===== config.mk =====
export PLATFORM = sky130hd
export DESIGN_NAME = multdiv_seq
export DESIGN_NICKNAME = d
export VERILOG_FILES = /design/src/rtl/multdiv_pkg.sv /design/src/rtl/multdiv_addsub.sv /design/src/rtl/multdiv_seq.sv
export SDC_FILE = /design/constraint.sdc
export NUM_CORES = 1
export LEC_CHECK = 0
export BUFFER_PORTS_ARGS = -buffer_cell sky130_fd_sc_hd__buf_2
export CORE_MARGIN = 5
export CORE_UTILIZATION = 50
export DETAILED_ROUTE_END_ITERATION = 10
export PLACE_DENSITY_LB_ADDON = 0.05
export SETUP_SLACK_MARGIN = 0.15
export SLEW_MARGIN = 0
export SYNTH_ARGS = -nofsm -noshare
export SYNTH_HDL_FRONTEND = slang
export SYNTH_SLANG_ARGS = --single-unit

===== constraint.sdc =====
create_clock -name clock -period 26.8 [get_ports clock]
set_clock_uncertainty 0.1 [all_clocks]
set_input_delay 0 -clock clock [delete_from_list [all_inputs] [get_ports clock]]
set_output_delay 0 -clock clock [all_outputs]
set_load 0.03 [all_outputs]

===== src/rtl/multdiv_pkg.sv =====
// multdiv_pkg: shared state encoding and iteration counts for multdiv_seq (MULTDIV_BOOTH_EN selects radix-4 multiply)
package multdiv_pkg;
  typedef enum logic [1:0] {
    IDLE = 2'd0,
    MULT = 2'd1,
    DIV  = 2'd2,
    DONE = 2'd3
  } stateT;
`ifdef MULTDIV_BOOTH_EN
  localparam int MULT_ITERS = 16;
`else
  localparam int MULT_ITERS = 32;
`endif
  localparam int DIV_ITERS = 32;
  localparam logic [31:0] INT_MIN = 32'h80000000;
endpackage


===== src/rtl/multdiv_addsub.sv =====
// multdiv_addsub: shared adder/subtractor with carry-out (cout=1 on subtract means a >= b)
module multdiv_addsub #(
  parameter int W = 33
) (
  input  logic [W-1:0] a,
  input  logic [W-1:0] b,
  input  logic         sub,
  output logic [W-1:0] sum,
  output logic         cout
);
  // Subtraction is a + ~b + 1 so one carry chain serves both operations
  always_comb {cout, sum} = {1'b0, a} + {1'b0, b ^ {W{sub}}} + {{W{1'b0}}, sub};
endmodule


===== src/rtl/multdiv_seq.sv =====
// multdiv_seq: multi-cycle signed multiply/divide; define MULTDIV_BOOTH_EN for radix-4 Booth multiply
module multdiv_seq
  import multdiv_pkg::*;
#(
  parameter int WIDTH = 32
) (
  input  logic             clock,
  input  logic             reset,
  input  logic [WIDTH-1:0] data_operandA,
  input  logic [WIDTH-1:0] data_operandB,
  input  logic             ctrl_MULT,
  input  logic             ctrl_DIV,
  output logic [WIDTH-1:0] data_result,
  output logic             data_exception,
  output logic             data_resultRDY,
  output logic             busy
);
  localparam int CW = $clog2(WIDTH) + 1;
`ifdef MULTDIV_BOOTH_EN
  // Booth adds +-2*multiplicand to a signed partial sum, which needs one extra bit of headroom
  localparam int AW = WIDTH + 2;
  localparam int HW = AW;
`else
  localparam int AW = WIDTH + 1;
  localparam int HW = WIDTH;
`endif

  stateT state, nextState;
  logic [CW-1:0] cnt;
  logic [WIDTH-1:0] opReg, lo, nextLo, magA, magB, quot;
  logic [HW-1:0] hi, nextHi;
  logic [WIDTH:0] shifted;
  logic [2*WIDTH-1:0] prod;
  logic [AW-1:0] addA, addB, addSum;
  logic addSub, addCout, negRes, divZero, startMult, startDiv, lastIter, multExc, divExc;
`ifdef MULTDIV_BOOTH_EN
  logic boothBit, nextBooth;
  logic [2:0] dig;
  logic [AW-1:0] mc, boothSum;
`endif

  assign magA = data_operandA[WIDTH-1] ? -data_operandA : data_operandA;
  assign magB = data_operandB[WIDTH-1] ? -data_operandB : data_operandB;
  assign startMult = ctrl_MULT & ~ctrl_DIV;
  assign startDiv = ctrl_DIV & ~ctrl_MULT;
  assign lastIter = (state == MULT && cnt == CW'(MULT_ITERS - 1)) || (state == DIV && cnt == CW'(DIV_ITERS - 1));
  assign data_resultRDY = state == DONE;
  assign busy = state != IDLE;

  multdiv_addsub #(.W(AW)) uAddSub (
    .a(addA),
    .b(addB),
    .sub(addSub),
    .sum(addSum),
    .cout(addCout)
  );

  // One iteration step: restoring-divide by default, overridden by the multiply step in MULT
  always_comb begin
    shifted = {hi[WIDTH-1:0], lo[WIDTH-1]};
    addA = AW'(shifted);
    addB = AW'(opReg);
    addSub = 1'b1;
    nextHi = addCout ? HW'(addSum[WIDTH-1:0]) : HW'(shifted[WIDTH-1:0]);
    nextLo = {lo[WIDTH-2:0], addCout};
`ifdef MULTDIV_BOOTH_EN
    dig = {lo[1:0], boothBit};
    mc = {{(AW - WIDTH){opReg[WIDTH-1]}}, opReg};
    boothSum = (dig == 3'b000 || dig == 3'b111) ? hi : addSum;
    nextBooth = boothBit;
    if (state == MULT) begin
      addA = hi;
      addB = (dig == 3'b011 || dig == 3'b100) ? mc << 1 : mc;
      addSub = dig[2];
      nextHi = {{2{boothSum[AW-1]}}, boothSum[AW-1:2]};
      nextLo = {boothSum[1:0], lo[WIDTH-1:2]};
      nextBooth = lo[1];
    end
    prod = {nextHi[WIDTH-1:0], nextLo};
`else
    if (state == MULT) begin
      addA = AW'(hi);
      addSub = 1'b0;
      nextHi = lo[0] ? addSum[WIDTH:1] : {1'b0, hi[WIDTH-1:1]};
      nextLo = {lo[0] ? addSum[0] : hi[0], lo[WIDTH-1:1]};
    end
    prod = negRes ? -{nextHi, nextLo} : {nextHi, nextLo};
`endif
    multExc = ~(&prod[2*WIDTH-1:WIDTH-1] | ~|prod[2*WIDTH-1:WIDTH-1]);
    quot = divZero ? '0 : negRes ? -nextLo : nextLo;
    divExc = divZero | (~negRes & nextLo == INT_MIN);
  end

  // Next state: start only on exactly one ctrl pulse while idle
  always_comb begin
    nextState = state == IDLE ? (startMult ? MULT : startDiv ? DIV : IDLE) :
                state == DONE ? IDLE : lastIter ? DONE : state;
  end

  // State register
  always_ff @(posedge clock or posedge reset) begin
    if (reset) state <= IDLE;
    else state <= nextState;
  end

  // Operand latch, iteration registers and held result
  always_ff @(posedge clock or posedge reset) begin
    if (reset) begin
      cnt <= '0;
      opReg <= '0;
      lo <= '0;
      hi <= '0;
      negRes <= 1'b0;
      divZero <= 1'b0;
      data_result <= '0;
      data_exception <= 1'b0;
`ifdef MULTDIV_BOOTH_EN
      boothBit <= 1'b0;
`endif
    end else if (state == IDLE && (startMult || startDiv)) begin
      // A zero divisor skips straight to the final step so RDY follows the next edge
      cnt <= (startDiv && data_operandB == '0) ? CW'(DIV_ITERS - 1) : '0;
      divZero <= startDiv && data_operandB == '0;
      negRes <= data_operandA[WIDTH-1] ^ data_operandB[WIDTH-1];
      hi <= '0;
      data_result <= '0;
      data_exception <= 1'b0;
`ifdef MULTDIV_BOOTH_EN
      boothBit <= 1'b0;
      opReg <= startMult ? data_operandA : magB;
      lo <= startMult ? data_operandB : magA;
`else
      opReg <= startMult ? magA : magB;
      lo <= startMult ? magB : magA;
`endif
    end else if (state == MULT || state == DIV) begin
      cnt <= cnt + 1'b1;
      hi <= nextHi;
      lo <= nextLo;
`ifdef MULTDIV_BOOTH_EN
      boothBit <= nextBooth;
`endif
      if (lastIter) begin
        data_result <= state == MULT ? prod[WIDTH-1:0] : quot;
        data_exception <= state == MULT ? multExc : divExc;
      end
    end
  end
endmodule

==> flow_metrics.tcl <==
set metrics [dict create \
    grt_pass1_wl_um 78100 \
    worstSetupStartpointType "flip-flop" \
    clk_path_buf_depth 2 \
    synthCells 1899 \
    arrival_ns 9.07 \
    syn_area_per_cell_um2 7.57 \
    core_um2 28500 \
    violations "hold timing" \
    synth-xor-area-share_pct 10.0 \
    grt_max_degree 104 \
    multi_input_area_um2 10200 \
    drt_iter0_drc 1730 \
    std_cell_rows 62 \
    die_w_um 180 \
    vias 14800 \
    overflow 0 \
    hp-class "input port to flip-flop" \
    synth_flop_cell "dfrtp_1" \
    drv_cap 0 \
    drt-total-wl_um 49800 \
    max_freq_mhz 113 \
    drt_pre_antenna_iters 5 \
    synth-edff-count 0 \
    worst_slew_pin_slew_ns 1.28 \
    synth_nets 2009 \
    endpoint_kind "flip-flop" \
    yosysWarnings 0 \
    grt_pass1_vias 13600 \
    stdcell_count 2352 \
    regToRegEndpoint "data_exception$_DFFE_PP0P_" \
    viasPerCell 6.28 \
    cts_root_buf "clkbuf_16" \
    critical_path_required_ns 27.02 \
    seq_area_um2 3480 \
    min_to "opReg[16]$_DFFE_PP0P_" \
    fillers 2768 \
    place.gp.congestion 0.977 \
    fin_nets 2065 \
    maxSlewViolCount 0 \
    crit_fanout 89 \
    critPathMaxStageDelay_ns 0.92 \
    dieArea_um2 32200 \
    syn_area_um2 14400 \
    synthAdderAreaFrac_pct 3.71 \
    synthMuxAreaShare_pct 4.98 \
    ys_seq_area_share_pct 24.2 \
    io_pins 103 \
    async_reset_ff_share_pct 100 \
    synth.distinct_cells 112 \
    hold_depth 5 \
    post_drt_wl_per_cell_um 21.2 \
    cts_buffers 17 \
    syn_to_final_growth_pct 11.5 \
    grt_use_total_pct 29.9 \
    post_cts_buffers 0 \
    fin_hold_ws_ns -0.0109 \
    min-delay-start "data_operandB[16]" \
    place_inst 2274 \
    rsz0062_at_grt "false" \
    layout_worst_path_cycle_share_pct 33.0 \
    drc 0 \
    start_util_pct 50.3 \
    cts_tree "built" \
    crit_buf_inv 2 \
    criticalPathCategory "flip-flop to flip-flop" \
    relSlewSlack_pct 15.0 \
    dp_hpwl_um 37900 \
    antenna_found_initial 4 \
    io_buffers 102 \
    synth_compound_area_share_pct 27.4 \
    cpLargestDelayFamily "simple AND/OR/NAND/NOR gates" \
    rrSetupSlack_ns 17.95 \
    synth_top_family_by_area "compound AO/OA/AOI/OAI gates" \
    setup_viol 0 \
    hold_violations 1 \
    synth-simple-area-share_pct 24.6 \
    drive_above_1_share_pct 12.6 \
    regToRegStartpoint "state[1]$_DFFE_PP0P_" \
    fp.dieH_um 180 \
    slowest_stage "buf_4" \
    cts_resized 0 \
    timing.setup.tns_ns 0 \
    antenna_left 0 \
    diodes 0 \
    cts_sinks 139 \
    layout_commonest_cell "nand2_1" \
    ys_seq_elements 139 \
    final_cell_mix "nand2_1, o21ai_0, nor2_1, dfrtp_1, a21oi_1" \
    outcome "complete, but fails checks" \
    h-tree-depth 4 \
    final.min_clock_period_ns 8.85 \
    r2r_cells 25 \
    clkTransAtPathRegs_ns 0.07 \
    clk_latency_ns 0.44 \
]
==> worst max-delay path by stage <==
stage | start | endpoint | slack, ns | cells after the start
after floorplan | state[1]$_DFFE_PP0P_ | data_exception$_DFFE_PP0P_ | 17.32 | 39
after global placement | state[1]$_DFFE_PP0P_ | data_exception$_DFFE_PP0P_ | 18.36 | 25
after detailed placement | state[1]$_DFFE_PP0P_ | data_exception$_DFFE_PP0P_ | 18.11 | 25
after CTS | state[1]$_DFFE_PP0P_ | data_exception$_DFFE_PP0P_ | 18.07 | 25
after global routing | state[1]$_DFFE_PP0P_ | data_exception$_DFFE_PP0P_ | 17.37 | 25
final | state[1]$_DFFE_PP0P_ | data_exception$_DFFE_PP0P_ | 17.95 | 25
==> Yosys cell counts, types with 6 or more instances <==
library cell / number / area [um2]
o21ai_1: 11 / 55.1
or4_1: 16 / 120
inv_1: 34 / 128
or2_2: 14 / 87.6
nor3_1: 53 / 265
o211ai_1: 47 / 353
o21ai_0: 187 / 936
xnor2_1: 112 / 981
a221o_1: 8 / 80.1
nor4_1: 15 / 93.8
nor3b_1: 7 / 52.6
nand2b_1: 15 / 93.8
a31oi_1: 15 / 93.8
a21o_1: 20 / 150
or3_1: 18 / 113
mux2_2: 18 / 203
a211oi_1: 46 / 345
dfrtp_1: 139 / 3480
o31ai_1: 28 / 210
a221oi_1: 7 / 61.3
o2111ai_1: 7 / 61.3
o41ai_1: 10 / 87.6
a21oi_1: 113 / 566
nand4_1: 26 / 163
xor2_1: 49 / 429
mux2i_1: 49 / 490
nand3_1: 35 / 175
a22o_1: 11 / 96.3
and3_1: 16 / 100
buf_2: 6 / 30.0
clkbuf_1: 96 / 360
nor2b_1: 7 / 43.8
nor2_1: 172 / 646
buf_1: 16 / 60.1
and2_1: 14 / 87.6
ha_1: 41 / 513
o21a_1: 8 / 60.1
nand2_1: 268 / 1010
==> logic make-up (layout without fill, tap and decap cells) <==
| family | Yosys count | in the layout |
|---|---|---|
| and+or+nand+nor | 724 | 724 |
| buffers and inverters | 166 | 235 |
| adders and majority gates | 42 | 42 |
| muxes | 69 | 69 |
| AOI/OAI and AO/OA | 596 | 596 |
| xor gates and xnor gates | 163 | 163 |
| DFF | 139 | 139 |
==> metal layers <==
metal	wire [um]	vias to the layer above	global-route usage, %
met5	29	-	0
met4	1360	6	8.56
met3	4630	96	7.15
met2	20300	630	42.0
met1	23400	6984	45.4
li1	-	7062	-
==> stage by stage <==
stage / util (%) / setup slack, ns / area, um2
floorplan: - / 17.32 / 14400
detailed placement: 52.4 / 18.11 / 15000
finish: 56.1 / 17.95 / 16000
CTS: 56.1 / 18.07 / 16000
global route: 56.1 / 17.37 / 16000
global placement: 52.4 / 18.36 / 15000
==> sequential cells by signal, indices dropped and copies added (netlist names) <==
name            cells
data_result        32
cnt                 6
hi                 32
divZero             1
state               2
data_exception      1
negRes              1
lo                 32
opReg              32
==> tightest hold or removal path, cell delays in order <==
cell and delay [ns]:
buf_2 0.09, xor2_1 0.08, nor2_1 0.08, a21oi_1 0.07, o21ai_0 0.16
==> layout make-up <==
| cell class | count | area share (%) |
|---|---|---|
| Inverter | 35 | 0.851 |
| Timing Repair Buffer | 168 | 7.00 |
| Sequential cell | 139 | 21.7 |
| Clock buffer | 18 | 2.68 |
| Clock inverter | 14 | 1.01 |
| Tap cell | 384 | 3.00 |
| Multi-Input combinational cell | 1594 | 63.7 |
==> repair_timing <==
item / in CTS / in global routing
setup endpoints to repair: 0 / 0
endpoints found under the hold margin: 99 / 0
hold buffers: 46 / 0
Power is left out: the tool's default activity adds up to more than one toggle a clock period on the data nets, which glitch-free logic cannot reach.
